`config.mk`:
```
export PLATFORM = sky130hd
export DESIGN_NAME = dff_updown_counter
export DESIGN_NICKNAME = d
export VERILOG_FILES = /design/src/rtl/dff_updown_counter_pkg.sv /design/src/rtl/dff_updown_counter_dff_reg.sv /design/src/rtl/dff_updown_counter.sv
export SDC_FILE = /design/constraint.sdc
export NUM_CORES = 1
export LEC_CHECK = 0
export ABC_AREA = 0
export BUFFER_PORTS_ARGS = -buffer_cell sky130_fd_sc_hd__buf_4
export CORE_UTILIZATION = 45
export CTS_BUF_LIST = sky130_fd_sc_hd__clkbuf_16
export CTS_CLUSTER_DIAMETER = 50
export DETAILED_ROUTE_END_ITERATION = 12
export GPL_TIMING_DRIVEN = 0
export PLACE_DENSITY = 0.8
export SLEW_MARGIN = 20
export SYNTH_ARGS = -nofsm -noshare
export SYNTH_HDL_FRONTEND = slang
export SYNTH_SLANG_ARGS = --single-unit
```
`constraint.sdc`:
```
create_clock -name clk -period 5.1 [get_ports clk]
set_clock_uncertainty 0.2 [all_clocks]
set_input_delay 0.51 -clock clk [delete_from_list [all_inputs] [get_ports clk]]
set_output_delay 0.51 -clock clk [all_outputs]
set_load 0.05 [all_outputs]
```
`src/rtl/dff_updown_counter_pkg.sv`:
```
// Shared constants and helpers for the up/down modulo counter family.
package dff_updown_counter_pkg;

  localparam logic CNT_UP   = 1'b1;
  localparam logic CNT_DN   = 1'b0;
  localparam int   CNT_WRAP = 0;
  localparam int   CNT_SAT  = 1;

  // Callers cast the result down to their own width.
  function automatic logic [63:0] bin2gray(input logic [63:0] i_bin);
    return i_bin ^ (i_bin >> 1);
  endfunction

endpackage

```
`src/rtl/dff_updown_counter_dff_reg.sv`:
```
// Plain WIDTH-bit register with asynchronous active-low reset to RESET_VAL.
module dff_reg #(
  parameter int               WIDTH     = 1,
  parameter logic [WIDTH-1:0] RESET_VAL = '0
) (
  input  logic             i_clk,
  input  logic             i_rst_n,
  input  logic [WIDTH-1:0] i_d,
  output logic [WIDTH-1:0] o_q
);

  logic [WIDTH-1:0] r_q;

  always_ff @(posedge i_clk or negedge i_rst_n) begin
    if (!i_rst_n) begin
      r_q <= RESET_VAL;
    end else begin
      r_q <= i_d;
    end
  end

  assign o_q = r_q;

endmodule

```
`src/rtl/dff_updown_counter.sv`:
```
// Up/down modulo counter with clear, clamped load, wrap or saturate limits,
// terminal count, wrap/saturate indications and a registered Gray copy.
module dff_updown_counter
  import dff_updown_counter_pkg::*;
#(
  parameter int               WIDTH     = 8,
  parameter logic [WIDTH-1:0] MAX_VAL   = '1,
  parameter int               SATURATE  = CNT_WRAP,
  parameter logic [WIDTH-1:0] RESET_VAL = '0
) (
  input  logic             clk,
  input  logic             reset_n,
  input  logic             clear,
  input  logic             en,
  input  logic             up_dn,
  input  logic             load,
  input  logic [WIDTH-1:0] load_val,
  output logic [WIDTH-1:0] count,
  output logic [WIDTH-1:0] count_gray,
  output logic             tc,
  output logic             wrap,
  output logic             sat
);

  localparam logic [WIDTH-1:0] GRAY_RST = WIDTH'(bin2gray(64'(RESET_VAL)));

  logic [WIDTH-1:0] w_count_next;
  logic [WIDTH-1:0] w_gray_next;
  logic             w_wrap_next;
  logic             w_sat_next;
  logic             w_at_max;
  logic             w_at_zero;
  logic [1:0]       w_flag_next;
  logic [1:0]       w_flag_q;

  assign w_at_max  = (count == MAX_VAL);
  assign w_at_zero = (count == '0);

  // Limits are tested before the +/-1 so the arithmetic never overflows.
  always_comb begin
    w_count_next = count;
    w_wrap_next  = 1'b0;
    w_sat_next   = 1'b0;
    if (clear) begin
      w_count_next = RESET_VAL;
    end else if (load) begin
      w_count_next = (load_val > MAX_VAL) ? MAX_VAL : load_val;
    end else if (en) begin
      if (up_dn == CNT_UP) begin
        if (!w_at_max) begin
          w_count_next = count + WIDTH'(1);
        end else if (SATURATE == CNT_SAT) begin
          w_sat_next = 1'b1;
        end else begin
          w_count_next = '0;
          w_wrap_next  = 1'b1;
        end
      end else begin
        if (!w_at_zero) begin
          w_count_next = count - WIDTH'(1);
        end else if (SATURATE == CNT_SAT) begin
          w_sat_next = 1'b1;
        end else begin
          w_count_next = MAX_VAL;
          w_wrap_next  = 1'b1;
        end
      end
    end
  end

  assign w_gray_next = WIDTH'(bin2gray(64'(w_count_next)));
  assign tc = en & ((up_dn & w_at_max) | (~up_dn & w_at_zero));

  dff_reg #(.WIDTH(WIDTH), .RESET_VAL(RESET_VAL)) u_count_reg (
    .i_clk   (clk),
    .i_rst_n (reset_n),
    .i_d     (w_count_next),
    .o_q     (count)
  );

  // Gray copy is taken from the next count so it moves on the same edge.
  dff_reg #(.WIDTH(WIDTH), .RESET_VAL(GRAY_RST)) u_gray_reg (
    .i_clk   (clk),
    .i_rst_n (reset_n),
    .i_d     (w_gray_next),
    .o_q     (count_gray)
  );

  assign w_flag_next = {w_sat_next, w_wrap_next};

  generate
    for (genvar gi = 0; gi < 2; gi++) begin : g_flag
      dff_reg #(.WIDTH(1), .RESET_VAL(1'b0)) u_flag_reg (
        .i_clk   (clk),
        .i_rst_n (reset_n),
        .i_d     (w_flag_next[gi]),
        .o_q     (w_flag_q[gi])
      );
    end
  endgenerate

  assign wrap = w_flag_q[0];
  assign sat  = w_flag_q[1];

endmodule

```
==> metrics.yaml <==
status: "complete, no violations"
num_rows: 18
ys.flop_type: "dfrtp_1"
setup_tns_ns: 0
hp-class: "in2async"
cts.htree.levels: 1
antenna_found_initial: 0
dp_hpwl_um: 2170
setup_viol: 0
worst-setup-path-type: "reg2out"
synth-compound-area-share: 0.189
comb_power_share: 0.382
switching_share: 0.365
grt_pass1_wl_um: 5030
yosysSeqAreaShare: 0.332
muxShareOfSynthArea: 0.0166
gp_congestion: 0.919
clock_latency_ns: 0.25
ys_seq_elements: 16
slew_viol_final: 0
start_kind: "flop"
seq_area_um2: 400
internal_power_mw: 0.312
clock-root-buffer: "clkbuf_16"
ys_types: 43
relSlewSlack: 0.631
arrival_ns: 2.14
fillers: 214
vias: 1155
wirelength_um: 2940
die_w_um: 53.7
setup_slack_ns: 2.25
avgSynthCellArea_um2: 8.67
grt_usage: 0.246
drt_first_pass_iters: 4
drt-initial-drc-count: 33
cts_made_buffers: 3
power_frac_clock: 0.309
route.detailed.drc: 0
die_h_um: 53.7
endpoint_kind: "output pin"
synth_edf_count: 0
ios: 33
drive_above_1_share: 0.254
grt_overflow: 0
syn-cell-area_um2: 1200
powerDensity_nw_per_um2: 317
ys_async_sr_fraction: 1.00
fin_crit_ns: 2.85
via_per_inst: 5.69
multi_input_area_um2: 667
core_area_um2: 2500
clock_path_buffers: 2
path_clk_slew_ns: 0.05
seqPwrFrac: 0.309
insertedDiodeCount: 0
p_leak_nw: 0.746
initial_utilization: 0.482
r2r_start: "u_count_reg.o_q[0]$_DFF_PN0_"
synth_top_family_by_area: "simple AND/OR/NAND/NOR gates"
regToRegEndpoint: "u_gray_reg.o_q[3]$_DFF_PN0_"
reg2regPathDepth: 7
tightest_slew_ns: 0.554
rsz0062_at_grt: "no"
required_ns: 4.39
portBuffers: 29
wl_per_cell_um: 14.5
place_ws_ns: 2.54
synthXorXnorAreaFrac: 0.109
hold_viol_final: 0
cp_max_fo: 9
peakVddDrop_mv: 0.297
cts_tree: "yes"
power_switching_mw: 0.180
synth_nets: 156
hold_ws_ns: 0.448
syn_inst: 139
final_antenna_net_count: 0
first_global_vias: 1119
yosys.area_share.simple: 0.205
die-area_um2: 2890
grt_max_degree: 17
ctsResizeCount: 0
finalCritPeriodShare: 0.558
holdBufCountCts: 1
rrSetupSlack_ns: 2.51
area_growth_syn_to_layout_pct: 28.6
yosys_warnings: 0
synthAdderAreaFrac: 0.0312
max_clock_freq_ghz: 0.351
maxCapViolCount: 0
final_nets: 191
post-cts-setup-buffer-count: 0
numClockSinks: 16
==> area by class of cell <==
type,instances,area share
inverter,16,0.0388
clock buffer,3,0.0485
tap,30,0.0242
timing repair buffer,30,0.147
multi-input combinational,95,0.431
clock inverter,1,0.00242
sequential,16,0.258
buffer,12,0.0501
==> critical path, cell delays in order (launching register included) <==
cell     delay (ns)
dfrtp_1        0.46
inv_1          0.12
ha_1           0.15
nor3b_1        0.44
a21oi_2        0.20
a21oi_1        0.18
and2_1         0.14
buf_4          0.19
==> logic make-up after synthesis <==
logic type,count (synthesis)
AND/OR/NAND/NOR,42
multiplexers,2
other,1
XOR/XNOR,15
flip-flops,16
AO/OA/AOI/OAI,32
buffers and inverters,28
adder cells (fa/ha/maj),3
==> cell usage after synthesis, types with 3 or more instances <==
master	count	area, um^2
dfrtp_1	16	400
inv_1	16	60.1
a21oi_1	10	50.1
xnor2_1	9	78.8
nor2_1	8	30.0
nand2_1	6	22.5
nand3_1	6	30.0
xor2_1	6	52.6
nor3b_1	5	37.5
o21ai_0	5	25.0
buf_4	4	30.0
a221o_1	3	30.0
ha_1	3	37.5
==> how the worst max path moves through the flow <==
| stage | start | to | slack [ns] | depth (start not counted) |
|---|---|---|---|---|
| global route | u_count_reg.o_q[0]$_DFF_PN0_ | tc | 2.10 | 7 |
| finish | u_count_reg.o_q[0]$_DFF_PN0_ | tc | 2.25 | 7 |
| CTS | u_count_reg.o_q[0]$_DFF_PN0_ | tc | 2.27 | 7 |
| global placement | u_count_reg.o_q[0]$_DFF_PN0_ | u_gray_reg.o_q[3]$_DFF_PN0_ | 2.56 | 7 |
| floorplan | u_count_reg.o_q[1]$_DFF_PN0_ | tc | 2.46 | 6 |
| detailed placement | u_count_reg.o_q[0]$_DFF_PN0_ | u_gray_reg.o_q[3]$_DFF_PN0_ | 2.54 | 7 |
==> placed cells by master (no fill, tap or decap), types with 2 or more instances in the layout <==
cell and count:
buf_4 33, inv_1 16, dfrtp_1 16, a21oi_1 10, xnor2_1 9, nor2_1 8
nand3_1 6, nand2_1 6, xor2_1 6, o21ai_0 5, nor3b_1 5, a221o_1 3
ha_1 3, clkbuf_16 3, clkbuf_1 2, buf_1 2, buf_6 2, nor2b_1 2
buf_2 2, nand2b_1 2, nand4_1 2, nor3_1 2, and3_1 2, a221oi_1 2
and2_1 2, mux2i_1 2
==> sequential cells by signal, indices dropped and copies added (netlist names) <==
name                   cells
g_flag.u_flag_reg.o_q      1
u_gray_reg.o_q             7
u_count_reg.o_q            8
==> power by group through the flow <==
stage               registers [mW]  logic [mW]  clock network, mW
detailed placement           0.154       0.187                  0
global route                 0.154       0.203              0.160
global placement             0.153       0.183                  0
finish                       0.152       0.188              0.152
floorplan                    0.206      0.0812                  0
CTS                          0.152       0.188              0.156
==> per-stage QoR <==
stage	util	std cells	instance area [um^2]	power, mW
6_report	0.620	203	1550	0.492
5_1_grt	0.620	203	1550	0.517
4_1_cts	0.620	203	1550	0.496
3_5_place_dp	0.584	198	1460	0.340
3_3_place_gp	0.584	198	1460	0.337
2_1_floorplan	-	139	1200	0.287
==> per-layer routing <==
layer / GRT usage / wire (um)
met1: 0.285 / 1200
met2: 0.434 / 1530
met3: 0.0734 / 182
met4: 0.0658 / 26
met5: 0 / 0
No activity file was read; power rests on OpenSTA's default activity.
